$ cat src/rtl/mem_rd_latency_meter.sv
// Read-latency meter for a pipelined Avalon-MM master. It only snoops the bus.
// Each accepted read burst gets a timestamp in a small FIFO. The first returned
// word of the head burst produces a latency sample, which feeds min/max/sum
// statistics. Request and word counters are kept alongside.
// Optional histogram of latencies: define MEM_RD_LAT_HIST_EN.
module mem_rd_latency_meter #(
    parameter int unsigned AMM_BURST_W     = 11,
    parameter int unsigned MAX_OUTSTANDING = 8,
    parameter int unsigned DELAY_W         = 16,
    parameter int unsigned CNT_W           = 32,
    parameter int unsigned HIST_BINS       = 16,
    parameter int unsigned HIST_SHIFT      = 2
) (
    input  logic                         clk_i,
    input  logic                         rst_i,
    input  logic                         start_test_i,
    input  logic                         read_i,
    input  logic                         waitrequest_i,
    input  logic [AMM_BURST_W-1:0]       burstcount_i,
    input  logic                         readdatavalid_i,
    output logic                         meas_busy_o,
    output logic [CNT_W-1:0]             rd_req_amount_o,
    output logic [CNT_W-1:0]             rd_words_o,
    output logic [DELAY_W-1:0]           min_delay_o,
    output logic [DELAY_W-1:0]           max_delay_o,
    output logic [CNT_W-1:0]             sum_delay_o,
    output logic                         overflow_o,
    output logic                         unexpected_o,
    input  logic [$clog2(HIST_BINS)-1:0] hist_sel_i,
    output logic [CNT_W-1:0]             hist_cnt_o
);

    localparam int unsigned PTR_W = $clog2(MAX_OUTSTANDING);

    function automatic logic [CNT_W-1:0] sat_inc(input logic [CNT_W-1:0] v);
        return (&v) ? v : v + CNT_W'(1);
    endfunction

    logic [DELAY_W-1:0]     ts_q;
    logic [DELAY_W-1:0]     ts_mem [MAX_OUTSTANDING];
    logic [AMM_BURST_W-1:0] bc_mem [MAX_OUTSTANDING];
    logic [PTR_W-1:0]       wr_ptr_q, wr_ptr_d, rd_ptr_q, rd_ptr_d;
    logic [PTR_W:0]         count_q, count_d;
    // Words already received for the head burst; zero means the next word is the first.
    logic [AMM_BURST_W-1:0] head_done_q, head_done_d;
    logic [CNT_W-1:0]       req_q, req_d, words_q, words_d, sum_q, sum_d;
    logic [DELAY_W-1:0]     min_q, min_d, max_q, max_d;
    logic                   ovf_q, ovf_d, unexp_q, unexp_d;

    logic                   accept, empty, full, head_first, pop, push;
    logic [DELAY_W-1:0]     latency;
    logic [AMM_BURST_W-1:0] burst_len;
    logic [CNT_W:0]         sum_ext;

    assign accept     = read_i & ~waitrequest_i;
    assign empty      = (count_q == '0);
    assign full       = (count_q == (PTR_W+1)'(MAX_OUTSTANDING));
    assign head_first = readdatavalid_i & ~empty & (head_done_q == '0);
    assign pop        = readdatavalid_i & ~empty &
                        ((head_done_q + AMM_BURST_W'(1)) == bc_mem[rd_ptr_q]);
    // A full FIFO can still take a push when the head leaves in the same cycle.
    assign push       = accept & (~full | pop);
    assign latency    = ts_q - ts_mem[rd_ptr_q];
    assign burst_len  = (burstcount_i == '0) ? AMM_BURST_W'(1) : burstcount_i;
    assign sum_ext    = {1'b0, sum_q} + (CNT_W+1)'(latency);

    // Next-state for FIFO bookkeeping, counters, statistics and sticky flags.
    always_comb begin
        wr_ptr_d    = wr_ptr_q;
        rd_ptr_d    = rd_ptr_q;
        count_d     = count_q;
        head_done_d = head_done_q;
        req_d       = req_q;
        words_d     = words_q;
        sum_d       = sum_q;
        min_d       = min_q;
        max_d       = max_q;
        ovf_d       = ovf_q;
        unexp_d     = unexp_q;
        if (start_test_i) begin
            wr_ptr_d    = '0;
            rd_ptr_d    = '0;
            count_d     = '0;
            head_done_d = '0;
            req_d       = '0;
            words_d     = '0;
            sum_d       = '0;
            min_d       = '1;
            max_d       = '0;
            ovf_d       = 1'b0;
            unexp_d     = 1'b0;
        end else begin
            if (accept) req_d = sat_inc(req_q);
            if (accept && !push) ovf_d = 1'b1;
            if (readdatavalid_i) words_d = sat_inc(words_q);
            if (readdatavalid_i && empty) unexp_d = 1'b1;
            if (readdatavalid_i && !empty) head_done_d = head_done_q + AMM_BURST_W'(1);
            if (pop) begin
                head_done_d = '0;
                rd_ptr_d    = rd_ptr_q + PTR_W'(1);
            end
            if (push) wr_ptr_d = wr_ptr_q + PTR_W'(1);
            count_d = count_q + (PTR_W+1)'(push) - (PTR_W+1)'(pop);
            if (head_first) begin
                if (latency < min_q) min_d = latency;
                if (latency > max_q) max_d = latency;
                sum_d = sum_ext[CNT_W] ? '1 : sum_ext[CNT_W-1:0];
            end
        end
    end

    // State registers; the timestamp is only cleared by the hardware reset.
    always_ff @(posedge clk_i or negedge rst_i) begin
        if (!rst_i) begin
            ts_q        <= '0;
            wr_ptr_q    <= '0;
            rd_ptr_q    <= '0;
            count_q     <= '0;
            head_done_q <= '0;
            req_q       <= '0;
            words_q     <= '0;
            sum_q       <= '0;
            min_q       <= '1;
            max_q       <= '0;
            ovf_q       <= 1'b0;
            unexp_q     <= 1'b0;
        end else begin
            ts_q        <= ts_q + DELAY_W'(1);
            wr_ptr_q    <= wr_ptr_d;
            rd_ptr_q    <= rd_ptr_d;
            count_q     <= count_d;
            head_done_q <= head_done_d;
            req_q       <= req_d;
            words_q     <= words_d;
            sum_q       <= sum_d;
            min_q       <= min_d;
            max_q       <= max_d;
            ovf_q       <= ovf_d;
            unexp_q     <= unexp_d;
        end
    end

    // FIFO storage; contents beyond count_q are don't-care, so no reset.
    always_ff @(posedge clk_i) begin
        if (push && !start_test_i) begin
            ts_mem[wr_ptr_q] <= ts_q;
            bc_mem[wr_ptr_q] <= burst_len;
        end
    end

    assign meas_busy_o     = ~empty;
    assign rd_req_amount_o = req_q;
    assign rd_words_o      = words_q;
    assign min_delay_o     = min_q;
    assign max_delay_o     = max_q;
    assign sum_delay_o     = sum_q;
    assign overflow_o      = ovf_q;
    assign unexpected_o    = unexp_q;

`ifdef MEM_RD_LAT_HIST_EN
    localparam int unsigned BIN_W = $clog2(HIST_BINS);

    logic [CNT_W-1:0]   hist_q [HIST_BINS];
    logic [CNT_W-1:0]   hist_cnt_q;
    logic [DELAY_W-1:0] lat_shift;
    logic [BIN_W-1:0]   bin;

    assign lat_shift = latency >> HIST_SHIFT;
    assign bin       = (lat_shift > DELAY_W'(HIST_BINS - 1)) ? BIN_W'(HIST_BINS - 1) :
                                                                lat_shift[BIN_W-1:0];

    // Histogram bins bump on the same edge as min/max; readback is registered.
    always_ff @(posedge clk_i or negedge rst_i) begin
        if (!rst_i) begin
            for (int i = 0; i < int'(HIST_BINS); i++) hist_q[i] <= '0;
            hist_cnt_q <= '0;
        end else if (start_test_i) begin
            for (int i = 0; i < int'(HIST_BINS); i++) hist_q[i] <= '0;
            hist_cnt_q <= '0;
        end else begin
            if (head_first) hist_q[bin] <= sat_inc(hist_q[bin]);
            hist_cnt_q <= hist_q[hist_sel_i];
        end
    end

    assign hist_cnt_o = hist_cnt_q;
`else
    logic unused_hist_sel;
    assign unused_hist_sel = ^hist_sel_i;
    assign hist_cnt_o      = '0;
`endif

endmodule

$ cat config.mk
export PLATFORM = sky130hd
export DESIGN_NAME = mem_rd_latency_meter
export DESIGN_NICKNAME = d
export VERILOG_FILES = /design/src/rtl/mem_rd_latency_meter.sv
export SDC_FILE = /design/constraint.sdc
export NUM_CORES = 1
export LEC_CHECK = 0
export ABC_AREA = 1
export CAP_MARGIN = 25
export CORE_ASPECT_RATIO = 1.75
export CORE_MARGIN = 5
export CORE_UTILIZATION = 40
export CTS_BUF_LIST = sky130_fd_sc_hd__clkbuf_16
export DETAILED_ROUTE_END_ITERATION = 10
export PLACE_DENSITY_LB_ADDON = 0.12
export SLEW_MARGIN = 20
export SYNTH_ARGS = -nofsm -noshare
export SYNTH_HDL_FRONTEND = slang
export SYNTH_SLANG_ARGS = --single-unit
$ cat constraint.sdc
create_clock -name clk_i -period 10.95 [get_ports clk_i]
set_clock_uncertainty 0.1 [all_clocks]
set_input_delay 1.095 -clock clk_i [delete_from_list [all_inputs] [get_ports clk_i]]
set_output_delay 1.095 -clock clk_i [all_outputs]
set_load 0.005 [all_outputs]
After elaboration in Yosys (flattened, before gate mapping)
Memories as Yosys holds them, arrays and structs flattened.
Cells that the tools add are included.
{"block": "word_totals", "reg_bits": 167, "ramBits": 216, "inputBits": 21, "output_inout_bits": 163, "memories": 2}
{"block": "classes", "addsub": 10, "order_cmp": 2, "eq_ne": 4, "muxes": 30, "n_bitwise": 9, "reduce_logical": 26}
{"memory": "ts_mem", "words": 8, "word_bits": 16, "read_ports": 1, "rd_clocked_by_memory_dff": 0, "write_ports": 1, "line": "40", "text": "logic [DELAY_W-1:0] ts_mem [MAX_OUTSTANDING];"}
{"memory": "bc_mem", "words": 8, "word_bits": 11, "read_ports": 1, "rd_clocked_by_memory_dff": 0, "write_ports": 1, "line": "41", "text": "logic [AMM_BURST_W-1:0] bc_mem [MAX_OUTSTANDING];"}
{"op": "$mux 32", "n": 9}
{"op": "$mux 16", "n": 6}
{"op": "$add 32x1->32 const B", "n": 2}
{"op": "$reduce_and 32->1", "n": 2}
{"op": "$mux 11", "n": 4}
{"op": "$add 32x16->33", "n": 1}
{"op": "$logic_not 11->1", "n": 2}
{"op": "$reduce_bool 2->1", "n": 9}
{"op": "$add 16x1->16 const B", "n": 1}
{"op": "$gt 16x16->1", "n": 1}
{"op": "$lt 16x16->1", "n": 1}
{"op": "$sub 16x16->16", "n": 1}
{"op": "$mux 3", "n": 4}
{"op": "$add 11x1->11 const B", "n": 1}
{"op": "$eq 11x11->1", "n": 1}
{"op": "$reduce_and 2->1", "n": 4}
{"op": "$add 3x1->3 const B", "n": 2}
{"op": "$mux 1", "n": 6}
{"op": "$and 1x1->1", "n": 5}
{"op": "$add 4x1->4", "n": 1}
{"op": "$eq 4x4->1 const B", "n": 1}
{"op": "$logic_and 1x1->1", "n": 4}
{"op": "$logic_not 4->1", "n": 1}
{"op": "$mux 4", "n": 1}
{"op": "other kinds (6)", "n": 11}

Longest topological paths before layout
{"block": "depth", "depth_word": 10, "depth_mapped": 32, "mapped_depth_nobuf": 30}

Worst setup path after synthesis
Ideal clock, no wire load.
{"block": "synth_path", "path_kind": "register -> register", "startpoint": "register rd_ptr_q[0]", "endpoint": "register sum_q[10], in the netlist sum_delay_o[10]", "arrival_ps": 4413, "t_required_ps": 10733, "setup_slack_ps": 6321, "stages_incl_launch_ff": 27, "n_path_buf": 5, "path_cell_list": "dfrtp_1 inv_2 buf_2 clkbuf_1 clkbuf_1 o21ai_0 o221ai_1 o21ai_0 ha_1 a21oi_1 nand2_1 a21boi_0 o21ai_0 a21oi_1 xor2_1 inv_1 ha_1 a21oi_1 o21ai_0 a21oi_2 o21ai_4 nand3_1 buf_2 buf_6 nand2_1 nand2_1 nand2_1"}
{"block": "synth_between", "elab_chain_cells": 6}
{"item": "start, declared", "line": "42", "text": "logic [PTR_W-1:0] wr_ptr_q, wr_ptr_d, rd_ptr_q, rd_ptr_d;"}
{"item": "start signal, assigned", "line": "130", "text": "rd_ptr_q <= rd_ptr_d;"}
{"item": "$mem_v2 8x16"}
{"item": "$sub 16x16->16", "line": "63", "text": "assign latency = ts_q - ts_mem[rd_ptr_q];"}
{"item": "$add 32x16->33", "line": "65", "text": "assign sum_ext = {1'b0, sum_q} + (CNT_W+1)'(latency);"}
{"item": "$mux 32", "line": "107", "text": "sum_d = sum_ext[CNT_W] ? '1 : sum_ext[CNT_W-1:0];"}
{"item": "$mux 32", "line": "104", "text": "if (head_first) begin"}
{"item": "$mux 32", "line": "80", "text": "if (start_test_i) begin"}
{"item": "end signal, assigned", "line": "135", "text": "sum_q <= sum_d;"}
{"item": "end, declared", "line": "46", "text": "logic [CNT_W-1:0] req_q, req_d, words_q, words_d, sum_q, sum_d;"}
No other way between the ends. The select of a mux whose other input is x is not followed.
A chain may end at the register's enable or synchronous reset.

Worst setup path after layout
{"block": "layout_path", "startpoint": "register rd_ptr_q[0]", "endpoint": "register sum_q[25], in the netlist sum_delay_o[25]"}
The elaborated chain is that of the path after synthesis.

==> flow_summary.ini <==
[pwr]
irDropWorstVdd_mv = 0.0902
leakagePower_nw = 9.35
switching_share = 0.253
power_switching_mw = 0.837
total_power_mw = 3.31
clkPwrFrac = 0.407
internal_power_mw = 2.47
pwr-share-seq = 0.486
p_per_area_mw_per_mm2 = 140
power_frac_comb = 0.107

[placement]
gp_congestion = 0.905
port-buffer-count = 147
dp_hpwl_um = 39400
placed_cell_area_mm2 = 0.0223

[logic_synthesis]
synth-edff-count = 216
async_reset_ff_frac = 0.436
synth_ff_type = edfxtp_1
ys_seq_area_frac = 0.524
avgSynthCellArea_um2 = 8.96
synth_area_mm2 = 0.0204
syn_inst = 2275
yosysWarnings = 0
postSynthRegisterBits = 383
ys_types = 49

[detailed_routing]
vias_per_cell = 5.23
routed_wl_um = 57100
ant_nets = 0
drc = 0
drtIter0Drc = 1016
wl_per_cell_um = 18.5
vias = 16200
first_pass_iters = 6

[floorplanning]
die_area_mm2 = 0.0557
coreArea_mm2 = 0.0505
die_y_um = 309
die_w_um = 181
start_util = 0.404
rows = 109
ios = 184

[cells_and_area]
final_nets = 2495
drive_above_1_share = 0.0565
fin_util = 0.469
n_antenna_cell = 0
nFillCells = 4820
finalInstanceArea_mm2 = 0.0237
area_growth_syn_to_layout_pct = 16.1

[grt]
grt_max_degree = 99
antenna_found_initial = 0
grt_pass1_vias = 16000
grt_usage = 0.201
grt_pass1_wl_um = 89600
gr-total-overflow = 0

[worst_setup_path]
r2r_slack_ps = 4090
cp-end-kind = flip-flop
cp-endpoint = sum_delay_o[25]$_DFFE_PN0P_
critical_path_arrival_ps = 7210
criticalPathCategory = flip-flop to flip-flop
reg2regPathDepth = 27
crit_fanout = 73
crit_start = rd_ptr_q[0]$_DFFE_PN0P_
crit_top_cell = nand2_1
critPathLaunchType = flip-flop
critical-path-max-stage-delay_ps = 700
reg2reg_to = sum_delay_o[25]$_DFFE_PN0P_
required_ps = 11300
cp_slowest_cell = buf_4
r2r-start = rd_ptr_q[0]$_DFFE_PN0P_

[sta]
hold-worst-slack_ps = 309
fin_crit_sh = 0.627
hold_viol = 0
worstMarginPinSlew_ps = 853
setup_viol = 0
rsz0062_at_grt = no
slew_headroom = 0.430
setup-tns-final_ps = 0
slew_viol_final = 0
max_freq_mhz = 146
period_needed_ps = 6860

[cts]
insertion_delay_ps = 550
clock_sinks = 383
cts_tree = yes
path_clk_slew_ps = 70
cts_resized = 0
cts_hold_buffers = 0
ctsLongestPathBuffers = 3
htreeDepth = 2
root_buffer = clkbuf_16
post_cts_buffers = 0
cts-buffers-inserted = 38

[job]
cap_violations = 0

[status]
outcome = complete, no violations

[min_path]
hold_path_class = input port to asynchronous set/reset pin
==> registers in the layout, summed over array words and instances, names as in the netlist <==
name,flops
ts_mem,128
rd_ptr_q,3
rd_req_amount_o,32
min_delay_o,16
wr_ptr_q,3
bc_mem,88
overflow_o,1
rd_words_o,32
sum_delay_o,32
ts_q,16
count_q,4
unexpected_o,1
max_delay_o,16
head_done_q,11
==> through the flow <==
step / setup WS (ps) / cells
5_1_grt: 3470 / 3090
6_report: 4090 / 3090
2_1_floorplan: 6320 / 2306
3_5_place_dp: 4060 / 3020
3_3_place_gp: 3780 / 3020
4_1_cts: 4000 / 3089
==> Yosys cell counts, types with 5 or more instances <==
library cell,n,area share
o211ai_1,8,0.0029
buf_2,23,0.0056
o221ai_1,17,0.0073
ha_1,76,0.047
nor3_1,46,0.011
buf_4,37,0.014
clkbuf_1,51,0.0094
o22ai_1,18,0.0055
o31ai_1,38,0.014
or2_2,6,0.0018
nor2_1,202,0.037
o21ai_0,201,0.049
buf_1,6,0.0011
xnor2_1,31,0.013
inv_1,209,0.038
nand2_1,532,0.098
xor2_1,52,0.022
nand3_1,141,0.035
nand2_2,5,0.0015
o21bai_1,5,0.0018
edfxtp_1,216,0.32
a21oi_1,61,0.015
dfrtp_1,151,0.19
nand4_1,52,0.016
dfstp_2,16,0.021
nor4_1,21,0.0064
==> layer usage <==
metal,share of wire,global-route usage
met3,0.040,0.0218
met5,0,0
met2,0.51,0.367
met4,0.040,0.0771
met1,0.41,0.245
==> power by group through the flow <==
stage,Sequential (mW),Clock (mW),Combinational (mW)
3_3_place_gp,1.63,0,0.351
4_1_cts,1.61,1.39,0.358
2_1_floorplan,1.62,0,0.224
3_5_place_dp,1.64,0,0.356
6_report,1.61,1.35,0.354
5_1_grt,1.61,1.45,0.404
==> worst min-delay path by stage <==
stage,startpoint,endpoint,slack [ps],cells after the start
final,rst_i,head_done_q[2]$_DFFE_PN0P_,310,1
after floorplan,min_delay_o[10]$_DFFE_PN1P_,min_delay_o[10]$_DFFE_PN1P_,380,2
after global placement,min_delay_o[10]$_DFFE_PN1P_,min_delay_o[10]$_DFFE_PN1P_,390,2
after global routing,rst_i,head_done_q[3]$_DFFE_PN0P_,310,1
after CTS,min_delay_o[10]$_DFFE_PN1P_,min_delay_o[10]$_DFFE_PN1P_,400,2
after detailed placement,min_delay_o[10]$_DFFE_PN1P_,min_delay_o[10]$_DFFE_PN1P_,390,2
==> kinds of logic (layout without fill, tap and decap cells) <==
kind of cell,count (synthesis),after routing,share of synthesized area
buffers and inverters,336,454,0.0710
AOI/OAI and AO/OA,368,368,0.104
DFF,383,383,0.524
and+or+nand+nor,1025,1025,0.215
adders and majority gates,79,79,0.0496
other,1,32,0.000184
xor gates and xnor gates,83,83,0.0357
==> cell usage in the layout (no fill, tap or decap), types with 9 or more instances in the layout <==
cell | synthesis | final
a21oi_1 | 61 | 61
buf_4 | 37 | 21
clkbuf_16 | 0 | 39
clkdlybuf4s50_1 | 0 | 145
clkinv_1 | 2 | 9
conb_1 | 1 | 32
dfrtp_1 | 151 | 150
dfstp_2 | 16 | 16
edfxtp_1 | 216 | 216
ha_1 | 76 | 76
inv_1 | 209 | 215
nand2_1 | 532 | 532
nand3_1 | 141 | 140
nand4_1 | 52 | 52
nor2_1 | 202 | 194
nor2_2 | 3 | 11
nor3_1 | 46 | 46
nor4_1 | 21 | 21
o21ai_0 | 201 | 201
o221ai_1 | 17 | 17
o22ai_1 | 18 | 18
o31ai_1 | 38 | 38
xnor2_1 | 31 | 31
xor2_1 | 52 | 52
==> area by class of cell <==
class,instances,area [µm²],share of cell area
clock buffer,39,976,0.0413
tap,666,833,0.0352
timing repair buffer,170,1660,0.0704
multi-input combinational,1587,8390,0.355
inverter,215,807,0.0341
sequential,383,10700,0.452
clock inverter,30,298,0.0126
==> worst max-delay path, delay by kind of cell, from the launching register on <==
family / cells / cell delay, ps
flip-flops: 1 / 390
AND/OR/NAND/NOR: 10 / 1620
AO/OA/AOI/OAI: 8 / 1310
buffers and inverters: 5 / 1790
adder cells (fa/ha/maj): 3 / 980
XOR/XNOR: 1 / 450
(Power assumes the default switching activity.)
